==> src/rtl/pcpu_ctrl_pkg.sv <==
// Shared run-control definitions: state encoding and counter widths used by
// the run-control sequencer, the display mux and the CPU debug logic.
package pcpu_ctrl_pkg;

    // run_state encoding as seen on the seven-segment display
    typedef enum logic [1:0] {
        IDLE   = 2'd0,
        RUN    = 2'd1,
        STEP   = 2'd2,
        HALTED = 2'd3
    } run_state_t;

    // Width of the executed-cycle counter
    localparam int CYCLE_W = 16;

    // Width of the debounce stability counter (covers DEBOUNCE_CYCLES up to 2^20-1)
    localparam int DEB_W = 20;

    // Width of the auto-mode prescaler (covers TICK_DIV up to 2^32-1)
    localparam int PRESC_W = 32;

endpackage

==> src/rtl/btn_debounce.sv <==
// Pushbutton debouncer: the accepted level follows the (already synchronized)
// input only after it has disagreed for DEBOUNCE_CYCLES consecutive cycles.
// A rising edge of the accepted level yields a one-cycle press strobe that is
// registered together with the level change.
module btn_debounce
    import pcpu_ctrl_pkg::*;
#(
    parameter int DEBOUNCE_CYCLES = 500_000
) (
    input  logic clock,
    input  logic reset,
    input  logic din,
    output logic level,
    output logic press
);

    localparam logic [DEB_W-1:0] CNT_LAST = DEB_W'(DEBOUNCE_CYCLES - 1);
    localparam logic [DEB_W-1:0] CNT_ONE  = DEB_W'(1);

    logic [DEB_W-1:0] cnt_r;
    logic [DEB_W-1:0] cnt_s;
    logic             level_s;
    logic             press_s;

    // Next stability count, accepted level and press strobe
    always_comb begin
        cnt_s   = cnt_r;
        level_s = level;
        press_s = 1'b0;
        if (din != level) begin
            if (cnt_r >= CNT_LAST) begin
                level_s = din;
                cnt_s   = '0;
                press_s = din;
            end else begin
                cnt_s = cnt_r + CNT_ONE;
            end
        end else begin
            // any cycle of agreement restarts the stability window
            cnt_s = '0;
        end
    end

    // Debounce state registers with synchronous reset
    always_ff @(posedge clock) begin
        if (reset) begin
            cnt_r <= '0;
            level <= 1'b0;
            press <= 1'b0;
        end else begin
            cnt_r <= cnt_s;
            level <= level_s;
            press <= press_s;
        end
    end

endmodule

==> src/rtl/cpu_run_ctrl.sv <==
// Run-control sequencer: single-clock scheme that issues one-cycle CPU clock
// enables from a free-running prescaler (auto mode) or from debounced step
// presses (debug mode), generates the CPU start pulse, handles halt and
// counts issued enables for the display.
module cpu_run_ctrl
    import pcpu_ctrl_pkg::*;
#(
    parameter int unsigned TICK_DIV        = 50_000_000,
    parameter int          DEBOUNCE_CYCLES = 500_000
) (
    input  logic               clock,
    input  logic               reset,
    input  logic               start,
    input  logic               debug,
    input  logic               en,
    input  logic               m_clk_btn,
    input  logic               halt_req,
    output logic               cpu_ce,
    output logic               cpu_start,
    output logic [1:0]         run_state,
    output logic [CYCLE_W-1:0] cycle_count
);

    localparam logic [PRESC_W-1:0] PRESC_LAST = PRESC_W'(TICK_DIV - 32'd1);
    localparam logic [PRESC_W-1:0] PRESC_ONE  = PRESC_W'(1);
    localparam logic [CYCLE_W-1:0] COUNT_ONE  = CYCLE_W'(1);

    // Synchronizer bit positions: {start, debug, en, m_clk_btn}
    logic [3:0] meta_r;
    logic [3:0] sync_r;
    logic       start_prev_r;

    logic start_s;
    logic debug_s;
    logic en_s;
    logic start_rise_s;
    logic start_fall_s;
    logic btn_level_s;
    logic btn_press_s;

    run_state_t         state_r;
    run_state_t         state_s;
    logic [PRESC_W-1:0] presc_r;
    logic [PRESC_W-1:0] presc_s;
    logic               ce_s;
    logic               start_pulse_s;
    logic [CYCLE_W-1:0] count_s;

    assign start_s      = sync_r[3];
    assign debug_s      = sync_r[2];
    assign en_s         = sync_r[1];
    assign start_rise_s = start_s & ~start_prev_r;
    assign start_fall_s = ~start_s & start_prev_r;
    assign run_state    = state_r;

    btn_debounce #(
        .DEBOUNCE_CYCLES(DEBOUNCE_CYCLES)
    ) u_step_btn (
        .clock (clock),
        .reset (reset),
        .din   (sync_r[0]),
        .level (btn_level_s),
        .press (btn_press_s)
    );

    // Next state, prescaler and output pulses; start fall beats halt beats mode change beats pulse issue
    always_comb begin
        state_s       = state_r;
        presc_s       = presc_r;
        ce_s          = 1'b0;
        start_pulse_s = 1'b0;
        count_s       = cycle_count;
        case (state_r)
            IDLE: begin
                presc_s = '0;
                if (start_rise_s) begin
                    start_pulse_s = 1'b1;
                    count_s       = '0;
                    state_s       = debug_s ? STEP : RUN;
                end else begin
                    state_s = IDLE;
                end
            end
            RUN: begin
                if (start_fall_s) begin
                    state_s = IDLE;
                    presc_s = '0;
                end else if (halt_req) begin
                    // a coinciding terminal count is swallowed
                    state_s = HALTED;
                    presc_s = '0;
                end else if (debug_s) begin
                    state_s = STEP;
                    presc_s = '0;
                end else if (en_s) begin
                    if (presc_r == PRESC_LAST) begin
                        presc_s = '0;
                        ce_s    = 1'b1;
                        count_s = cycle_count + COUNT_ONE;
                    end else begin
                        presc_s = presc_r + PRESC_ONE;
                    end
                end else begin
                    // paused: prescaler keeps its value
                    presc_s = presc_r;
                end
            end
            STEP: begin
                presc_s = '0;
                if (start_fall_s) begin
                    state_s = IDLE;
                end else if (halt_req) begin
                    state_s = HALTED;
                end else if (!debug_s) begin
                    state_s = RUN;
                end else if (btn_press_s && btn_level_s && en_s) begin
                    // a press while paused is dropped, not queued
                    ce_s    = 1'b1;
                    count_s = cycle_count + COUNT_ONE;
                end else begin
                    state_s = STEP;
                end
            end
            HALTED: begin
                presc_s = '0;
                if (start_fall_s) begin
                    state_s = IDLE;
                end else begin
                    state_s = HALTED;
                end
            end
            default: begin
                state_s = IDLE;
                presc_s = '0;
            end
        endcase
    end

    // Synchronizers, FSM state, prescaler and registered outputs
    always_ff @(posedge clock) begin
        if (reset) begin
            meta_r       <= 4'b0000;
            sync_r       <= 4'b0000;
            start_prev_r <= 1'b0;
            state_r      <= IDLE;
            presc_r      <= '0;
            cpu_ce       <= 1'b0;
            cpu_start    <= 1'b0;
            cycle_count  <= '0;
        end else begin
            meta_r       <= {start, debug, en, m_clk_btn};
            sync_r       <= meta_r;
            start_prev_r <= start_s;
            state_r      <= state_s;
            presc_r      <= presc_s;
            cpu_ce       <= ce_s;
            cpu_start    <= start_pulse_s;
            cycle_count  <= count_s;
        end
    end

endmodule

==> config.mk <==
export PLATFORM = sky130hd
export DESIGN_NAME = cpu_run_ctrl
export DESIGN_NICKNAME = d
export VERILOG_FILES = /design/src/rtl/pcpu_ctrl_pkg.sv /design/src/rtl/btn_debounce.sv /design/src/rtl/cpu_run_ctrl.sv
export SDC_FILE = /design/constraint.sdc
export NUM_CORES = 1
export LEC_CHECK = 0
export ABC_AREA = 0
export CORE_AREA = 2 2 118 120
export CTS_BUF_LIST = sky130_fd_sc_hd__clkbuf_16
export CTS_CLUSTER_SIZE = 8
export DETAILED_ROUTE_END_ITERATION = 16
export DIE_AREA = 0 0 120 122
export GPL_ROUTABILITY_DRIVEN = 0
export PLACE_DENSITY = 0.42
export SLEW_MARGIN = 20
export SYNTH_ARGS = -nofsm -noshare
export SYNTH_HDL_FRONTEND = slang
export SYNTH_SLANG_ARGS = --single-unit
==> constraint.sdc <==
create_clock -name clock -period 3.4 [get_ports clock]
set_clock_uncertainty 0.2 [all_clocks]
set_input_delay 0.68 -clock clock [delete_from_list [all_inputs] [get_ports clock]]
set_output_delay 0.68 -clock clock [all_outputs]
set_load 0.01 [all_outputs]
## Word-level counts from Yosys, hierarchy flattened

Index checks and enable logic that the tools add are counted.

| storage, ports and cells | value |
|---|---|
| input bits | 7 |
| word-level logic and storage cells | 90 |
| output and inout port bits | 20 |
| register bits after elaboration | 83 |

| cells by class | value |
|---|---|
| bitwise gates (word level) | 7 |
| eq/ne operators | 18 |
| magnitude comparators | 1 |
| reductions and logical operators | 11 |
| muxes and demuxes | 39 |
| $add $sub $neg | 3 |

Operator list:

| cell | count |
|---|---|
| 16-bit 2-to-1 mux | 10 |
| 32-bit 2-to-1 mux | 5 |
| 32-bit case mux with 2 select lines | 1 |
| 16-bit case mux with 3 select lines | 1 |
| 32-bit by 1-bit adder with 32-bit output (second input constant) | 1 |
| 32-bit by 26-bit == test with 1-bit output (second input constant) | 1 |
| 20-bit by 1-bit adder with 20-bit output (second input constant) | 1 |
| 20-bit by 19-bit >= comparator with 1-bit output (second input constant) | 1 |
| 2-bit 2-to-1 mux | 10 |
| 2-bit != test (second input constant) | 10 |
| 16-bit by 1-bit adder with 16-bit output (second input constant) | 1 |
| 11-bit AND reduction | 1 |
| 1-bit 2-to-1 mux | 10 |
| 5-bit != test (second input constant) | 2 |
| 3-bit OR reduction | 3 |
| 2-bit case mux with 4 select lines | 1 |
| 1-bit inverter | 5 |
| 2-bit == test (second input constant) | 2 |
| 4-bit != test (second input constant) | 1 |
| 2-bit AND reduction | 2 |
| 3-bit nonzero test | 1 |
| 1-bit AND | 2 |
| 2-bit by 1-bit == test with 1-bit output (second input constant) | 1 |
| 1-bit logical AND | 2 |
| 4 further kinds | 4 |

## Logic depth before layout (Yosys ltp)

Gate-level depths: netlist of run 1.

| logic depth | value |
|---|---|
| word-level depth | 7 |
| gate-level depth with buffers | 9 |
| gate-level depth less buffers | 7 |

## Hierarchy

Synthesis of run 1 repeated with hierarchy kept, for this count alone.

| unflattened totals | value |
|---|---|
| cell total of the unflattened synthesis | 494 |
| area, all modules | 4182.8 um^2 |

Modules (own cells, without submodules):

| module | cells each | seq. area each (um^2) | area an instance (um^2) | times used |
|---|---|---|---|---|
| cpu_run_ctrl | 376 | 1221.2 | 3171.8 | 1 |
| btn_debounce | 118 | 440.4 | 1011.0 | 1 |

## Worst setup path before layout of run 1

Ideal clock, no wire load.

| path | value |
|---|---|
| kind | register to register |
| start | register presc_r[12] |
| end | register cycle_count[10] |
| required time | 3112 ps |
| cell stages (with the launch flop) | 9 |
| path slack | 872 ps |
| clock period less this slack | 2528 ps |
| data arrival time | 2240 ps |
| buffers on the path | 2 |
| library setup time | 88 ps |
| path through | dfxtp_1 buf_2 nand4_1 or3_1 or3_4 o31a_1 buf_6 o41a_1 a311oi_2 |

| on the way | value |
|---|---|
| longest elaborated chain between the ends | 3 |

Ends and longest elaborated chain:

| element | RTL line | text |
|---|---|---|
| start, declared | cpu_run_ctrl.sv:43 | `logic [PRESC_W-1:0] presc_r;` |
| start signal, assigned | cpu_run_ctrl.sv:155 | `presc_r <= presc_s;` |
| 32-bit by 26-bit == test with 1-bit output | cpu_run_ctrl.sv:96 | `if (presc_r == PRESC_LAST) begin` |
| 2-bit != test (no source line) | -- |  |
| 11-bit AND reduction (no source line) | -- |  |
| end signal, assigned | cpu_run_ctrl.sv:158 | `cycle_count <= count_s;` |
| end, declared | cpu_run_ctrl.sv:21 | `output logic [CYCLE_W-1:0] cycle_count` |

No other way between the ends.
A chain may end at the register's enable or synchronous reset.

## Final worst setup path of run 1

| path | value |
|---|---|
| start | register presc_r[3] |
| end | register cycle_count[8] |

The elaborated chain is that of the path after synthesis.

==> impl_metrics.toml, run 1 <==
[floorplan]
dieHeight_um = 122
die_w_um = 120
io_pins = 27
dieArea_sq_mm = 0.0146
rows = 43
floorplan.initialDensity_pct = 29.3
core_area_sq_mm = 0.0135

[flow_run]
drv_cap = 0

[pwr]
p_per_area_mw_per_mm2 = 439
switchingPower_uw = 494
irDropWorstVdd_uv = 241
combPwrFrac_pct = 3.7
seq_power_share_pct = 47.3
p_sw_share_pct = 23.7
leakagePower_nw = 1.48
clkPwrFrac_pct = 49.0
p_int_mw = 1.59

[setup_path]
slowest_delay_ns = 0.50
crit_path_start_kind = "flop"
startpoint = "presc_r[3]$_SDFFE_PP0P_"
cp_max_fo = 11
critPathKind = "reg2reg"
path_buf_inv = 0
crit_family = "simple AND/OR/NAND/NOR gates"
required_ns = 3.50
regToRegEndpoint = "cycle_count[8]$_SDFFE_PP0P_"
path_depth = 6
reg2reg_depth = 6
crit_slowest_cell = "nor3_1"
crit_chain = "nand4_1 -> or3_1 -> or3_4 -> o31a_1 -> nor3_1 -> a41o_1"
rr_startpoint = "presc_r[3]$_SDFFE_PP0P_"
ff2ff_setup_slack_ns = 0.57
endpoint = "cycle_count[8]$_SDFFE_PP0P_"
critPathArrivalTime_ns = 2.92
endpoint_kind = "flop"

[route]
first_iter_violations = 167
wl_per_cell_um = 14.1
antenna_left = 0
vias = 3449
drcViolationCount = 0
firstDrtPassIters = 4
vias_per_cell = 5.03
routed_wirelength_mm = 9.67

[clock_tree]
clk_pin_slew_ns = 0.07
clock_path_buffers = 2
postCtsHoldBufs = 0
cts-resized-gates = 0
cts_tree = "built"
post_cts_buffers = 0
numCtsBuffers = 9
cts.htree.levels = 3
cts_root_buf = "clkbuf_16"
insertion_delay_ns = 0.35
cts.sinks = 83

[timing]
rsz0062_at_grt = "no"
hold_viol = 0
fmax_mhz = 354
fin_crit_ns = 2.83
setup_violations = 0
worst_pin_slew_ns = 0.707
setup-tns-final_ns = 0
drv_slew = 0
period_share_pct = 83.1
slew_headroom_pct = 52.5

[yosys]
ys_warn_count = 0
synth_ff_type = "dfxtp_1"
syn_avg_cell_area_sq_um = 8.38
netlist_area_sq_mm = 0.00396
synth_seq_cells = 83
syn_nets = 488
synthDominantCellAreaShare_pct = 42.0
synth_cell_types = 53
ys_async_sr_fraction_pct = 0
synth_edf_count = 0
seq_area_frac_synth_pct = 42.0
synthTopCellsByArea = "dfxtp_1 42%, nor2_1 5.7%, xnor2_1 4.2%"
synth_cells = 472
synth_largest_area_cell = "dfxtp_1"

[global_routing]
grt_max_degree = 29
overflow = 0
grt_pass1_vias = 3377
antenna_found_initial = 0
grt_usage_pct = 14.2
grt_first_pass_wirelength_mm = 16.6

[min_path]
hp-class = "reg2reg"
min_path_cells = 1

[final_layout]
nets = 517
antenna_cells = 0
synthToLayoutAreaGrowth_pct = 19.9
fin_cells = 686
drive_gt1_share_pct = 5.93

[place]
placed_cells = 670
detailed_place_hpwl_mm = 6.53
port_buffers = 26

[outcome]
status = "finished, final reports clean"
## kinds of logic (layout without fill, tap and decap cells)
group / after synthesis / count (layout) / share of synthesized area, %
buffers and inverters: 29 / 63 / 3.01
muxes: 2 / 2 / 0.538
other: 1 / 1 / 0.0948
and+or+nand+nor: 224 / 224 / 29.4
xor gates and xnor gates: 38 / 38 / 8.42
adders and majority gates: 9 / 9 / 2.85
DFF: 83 / 83 / 42.0
AOI/OAI and AO/OA: 86 / 86 / 13.7
## final cells by class
type                            count  area, sq um
Fill cell                        1380         8760
Inverter                           13         48.8
Clock inverter                      7         82.6
Clock buffer                        9          225
Sequential cell                    83         1660
Multi-Input combinational cell    360         2180
Tap cell                          180          225
Timing Repair Buffer               34          320
## flip-flops by register name, summed over array words and instances, names as in the netlist, 2 cells and up
signal	flops
cycle_count	16
meta_r	4
presc_r	32
run_state	2
sync_r	4
u_step_btn.cnt_r	20
## metal layers
| metal | vias up | GRT usage, % | share of wire (%) |
|---|---|---|---|
| met5 | - | 0 | 0 |
| met4 | 0 | 6.69 | 2.0 |
| met3 | 14 | 2.86 | 3.2 |
| met2 | 55 | 21.4 | 42 |
| met1 | 1618 | 19.5 | 53 |
| li1 | 1762 | - | - |
## cells in the final DEF (no fill, tap or decap), drive strengths merged, types with 2 or more instances in the layout
master	Yosys	layout
dfxtp	83	83
nor2	60	60
nand2	34	34
a21oi	32	32
nand3	27	27
clkdlybuf4s50	0	26
o21ai	25	25
nand4	19	19
xor2	19	19
xnor2	19	19
nor3	17	17
inv	13	17
and3	15	15
nor2b	11	11
ha	9	9
clkbuf	13	9
or3	9	9
nor4	8	8
buf	3	8
and4	6	6
a311oi	6	6
nor4b	4	4
nand4b	3	3
nand3b	3	3
o31ai	3	3
nand2b	2	2
a31oi	2	2
o211ai	2	2
a32o	2	2
a21o	2	2
o41a	2	2
clkinvlp	0	2
and2	2	2
## cell usage after synthesis, types with 2 or more instances
| cell | number |
|---|---|
| a311oi_1 | 5 |
| nor2b_1 | 11 |
| and3_1 | 15 |
| o41a_1 | 2 |
| nor4_1 | 8 |
| nand2_1 | 34 |
| a21o_1 | 2 |
| or3_1 | 8 |
| o21ai_0 | 25 |
| nor3_1 | 17 |
| ha_1 | 9 |
| nand4_1 | 19 |
| a32o_1 | 2 |
| buf_2 | 2 |
| dfxtp_1 | 83 |
| clkbuf_1 | 13 |
| o211ai_1 | 2 |
| nand4b_1 | 3 |
| xor2_1 | 19 |
| inv_1 | 13 |
| nand2b_1 | 2 |
| o31ai_1 | 2 |
| nand3_1 | 27 |
| and4_1 | 6 |
| a31oi_1 | 2 |
| xnor2_1 | 19 |
| a21oi_1 | 32 |
| nor2_1 | 60 |
| nand3b_1 | 3 |
| nor4b_1 | 4 |
## through the flow
stage / cell area (sq um) / utilization, % / total power [mW] / worst slack [ns] / hold WS, ns
final: 4740 / 35.1 / 2.08 / 0.574 / 0.236
after global routing: 4740 / 35.1 / 2.17 / 0.393 / 0.266
after CTS: 4740 / 35.1 / 2.12 / 0.580 / 0.236
after detailed placement: 4430 / 32.8 / 1.08 / 0.455 / 0.220
after global placement: 4430 / 32.8 / 1.08 / 0.482 / 0.218
after floorplan: 3960 / - / 1.06 / 0.872 / 0.214
## power by group through the flow
stage	clock, mW	sequential (mW)	combinational [mW]
2_1_floorplan	0	1.01	0.0492
5_1_grt	1.10	0.987	0.0850
6_report	1.02	0.986	0.0766
3_3_place_gp	0	1.01	0.0757
4_1_cts	1.05	0.986	0.0771
3_5_place_dp	0	1.01	0.0763
## worst min-delay path by stage
stage / start / end / slack [ns]
after floorplan: meta_r[0]$_SDFF_PP0_ / sync_r[0]$_SDFF_PP0_ / 0.21
after global placement: meta_r[0]$_SDFF_PP0_ / sync_r[0]$_SDFF_PP0_ / 0.22
after detailed placement: meta_r[1]$_SDFF_PP0_ / sync_r[1]$_SDFF_PP0_ / 0.22
after CTS: meta_r[1]$_SDFF_PP0_ / sync_r[1]$_SDFF_PP0_ / 0.24
after global routing: meta_r[1]$_SDFF_PP0_ / sync_r[1]$_SDFF_PP0_ / 0.27
final: meta_r[1]$_SDFF_PP0_ / sync_r[1]$_SDFF_PP0_ / 0.24
## worst register-to-register path: stages (launching register included)
cell	delay, ns
dfxtp_1	0.41
nand4_1	0.18
or3_1	0.46
or3_4	0.38
o31a_1	0.41
nor3_1	0.50
a41o_1	0.24
No activity file was read; power rests on OpenSTA's default activity.
==> run 2: changes to the inputs <==
- PLACE_DENSITY: 0.42 -> 0.43
- clock period: 3.4 -> 2.49 ns (I/O delays scaled with it)
==> run 2 against run 1 <==
The flow now finishes with violations (negative setup slack). Global-route usage increased by 0.36 points. Clock power increased by 39%. Hold slack improved by 0.0014 ns. Final area increased by 11%. Clock-buffer cell count unchanged. Via count increased by 4.3%. Total power increased by 39%. Core utilization increased by 3.7 points. Largest power group unchanged.
==> impl_metrics.toml, run 2 (synthesis results as in run 1) <==
[outcome]
status = "finished with violations"
violations = "negative setup slack"

[timing]
fin_crit_ns = 2.50
rsz0062_at_grt = "yes"
hold_viol = 0
setup_slack_ns = -0.00554
period_share_pct = 100
drv_slew = 0
setup_violations = 1
fmax_mhz = 401

[final_layout]
nets = 574
post-route-cell-area_sq_mm = 0.00524
layout_common_cells = "78 x dfxtp_1, 61 x buf_4, 60 x nor2_1"
drive_gt1_share_pct = 17.1
largest_reg_flops = 32
largestRegisters = "presc_r: 32 flops, u_step_btn.cnt_r: 20 flops, cycle_count: 16 flops"
synthToLayoutAreaGrowth_pct = 32.6
antenna_cells = 0
final_common_cell = "dfxtp_1"
regMostFlops = "presc_r"

[setup_path]
required_ns = 2.53
cp_max_fo = 13
cpMostUsedCell = "or3_4"
critPathArrivalTime_ns = 2.53
crit_path_start_kind = "flop"
slowest_delay_ns = 0.40
critPathKind = "reg2reg"
crit_chain = "nand4_1 -> or3_4 -> or3_4 -> buf_4 -> o31ai_4 -> buf_6 -> nand3_1 -> a32o_1"
endpoint_kind = "flop"
path_buf_inv = 2
crit_slowest_cell = "or3_4"
crit_family = "simple AND/OR/NAND/NOR gates"

[floorplan]
rows = 43
die_w_um = 120
dieArea_sq_mm = 0.0146
io_pins = 27
dieHeight_um = 122
floorplan.initialDensity_pct = 29.3
core_area_sq_mm = 0.0135

[clock_tree]
insertion_delay_ns = 0.34
numCtsBuffers = 9
cts.htree.levels = 3
clock_path_buffers = 2
cts_tree = "built"
cts_root_buf = "clkbuf_16"
postCtsHoldBufs = 0
cts.sinks = 83
clk_pin_slew_ns = 0.07

[global_routing]
grt_usage_pct = 14.6
overflow = 0
antenna_found_initial = 0
grt_max_degree = 31
grt_pass1_vias = 3450
grt_first_pass_wirelength_mm = 17.1

[route]
firstDrtPassIters = 4
wl_per_cell_um = 13.3
antenna_left = 0
routed_wirelength_mm = 9.88
first_iter_violations = 122
drcViolationCount = 0
vias = 3598
vias_per_cell = 4.84

[pwr]
irDropWorstVdd_uv = 263
p_per_area_mw_per_mm2 = 551
leakagePower_nw = 1.80
finalPower_mw = 2.89

[min_path]
hp-class = "reg2reg"

[place]
port_buffers = 26
detailed_place_hpwl_mm = 7.15
placed_area_sq_mm = 0.00486

[flow_run]
drv_cap = 0
==> run 2: cell count changes in the layout (fill, tap and decap cells not counted), moves of 2 or more <==
cell        delta
buf_12         +2
buf_4         +53
buf_6          +2
clkinvlp_4     -2
dfxtp_1        -5
dfxtp_2        +5
o21ai_0        -2
o21ai_1        +2
==> run 2: final timing paths <==
| check | from | end | slack [ns] | cells past startpoint |
|---|---|---|---|---|
| min reg2reg | meta_r[2]$_SDFF_PP0_ | sync_r[2]$_SDFF_PP0_ | 0.24 | 1 |
| max reg2reg | presc_r[3]$_SDFFE_PP0P_ | cycle_count[5]$_SDFFE_PP0P_ | -0.006 | 8 |
| max | presc_r[3]$_SDFFE_PP0P_ | cycle_count[5]$_SDFFE_PP0P_ | -0.006 | 8 |
| min | meta_r[2]$_SDFF_PP0_ | sync_r[2]$_SDFF_PP0_ | 0.24 | 1 |
==> run 2: cell type report <==
class                      count  area (sq um)
fill                        1371          8260
multi-input combinational    360          2210
sequential                    83          1670
timing repair buffer          91           781
clock buffer                   9           225
tap                          180           225
clock inverter                 7          87.6
inverter                      13          48.8
==> run 2: per-stage QoR <==
stage	TNS, ns	setup WS [ns]	hold slack [ns]	instances	util (%)
after global placement	-0.0790	-0.0667	0.218	722	36.0
final	-0.00554	-0.00554	0.237	743	38.8
after global routing	-0.745	-0.104	0.260	743	38.8
after detailed placement	-0.330	-0.125	0.220	722	36.0
after floorplan	0	0.0312	0.214	472	-
after CTS	-0.0647	-0.0343	0.239	741	38.6
==> run 2: where the power goes <==
part	internal [mW]	switching (mW)	total, mW
clock	0.806	0.613	1.42
sequential	1.34	0.00743	1.34
combinational	0.0557	0.0709	0.127
==> run 2: per-layer routing <==
metal	GRT usage (%)	part of all wire, %	wire, um
met1	20.1	52	5180
met2	22.3	42	4180
met3	2.57	3.1	307
met4	6.32	2.1	205
met5	0	0	0
==> run 2: timing repair <==
action,CTS,global route
gates resized for setup,4,6
pin swaps,8,1
buffers inserted,4,2
endpoints found under the setup margin,4,15
hold endpoints to repair,0,0
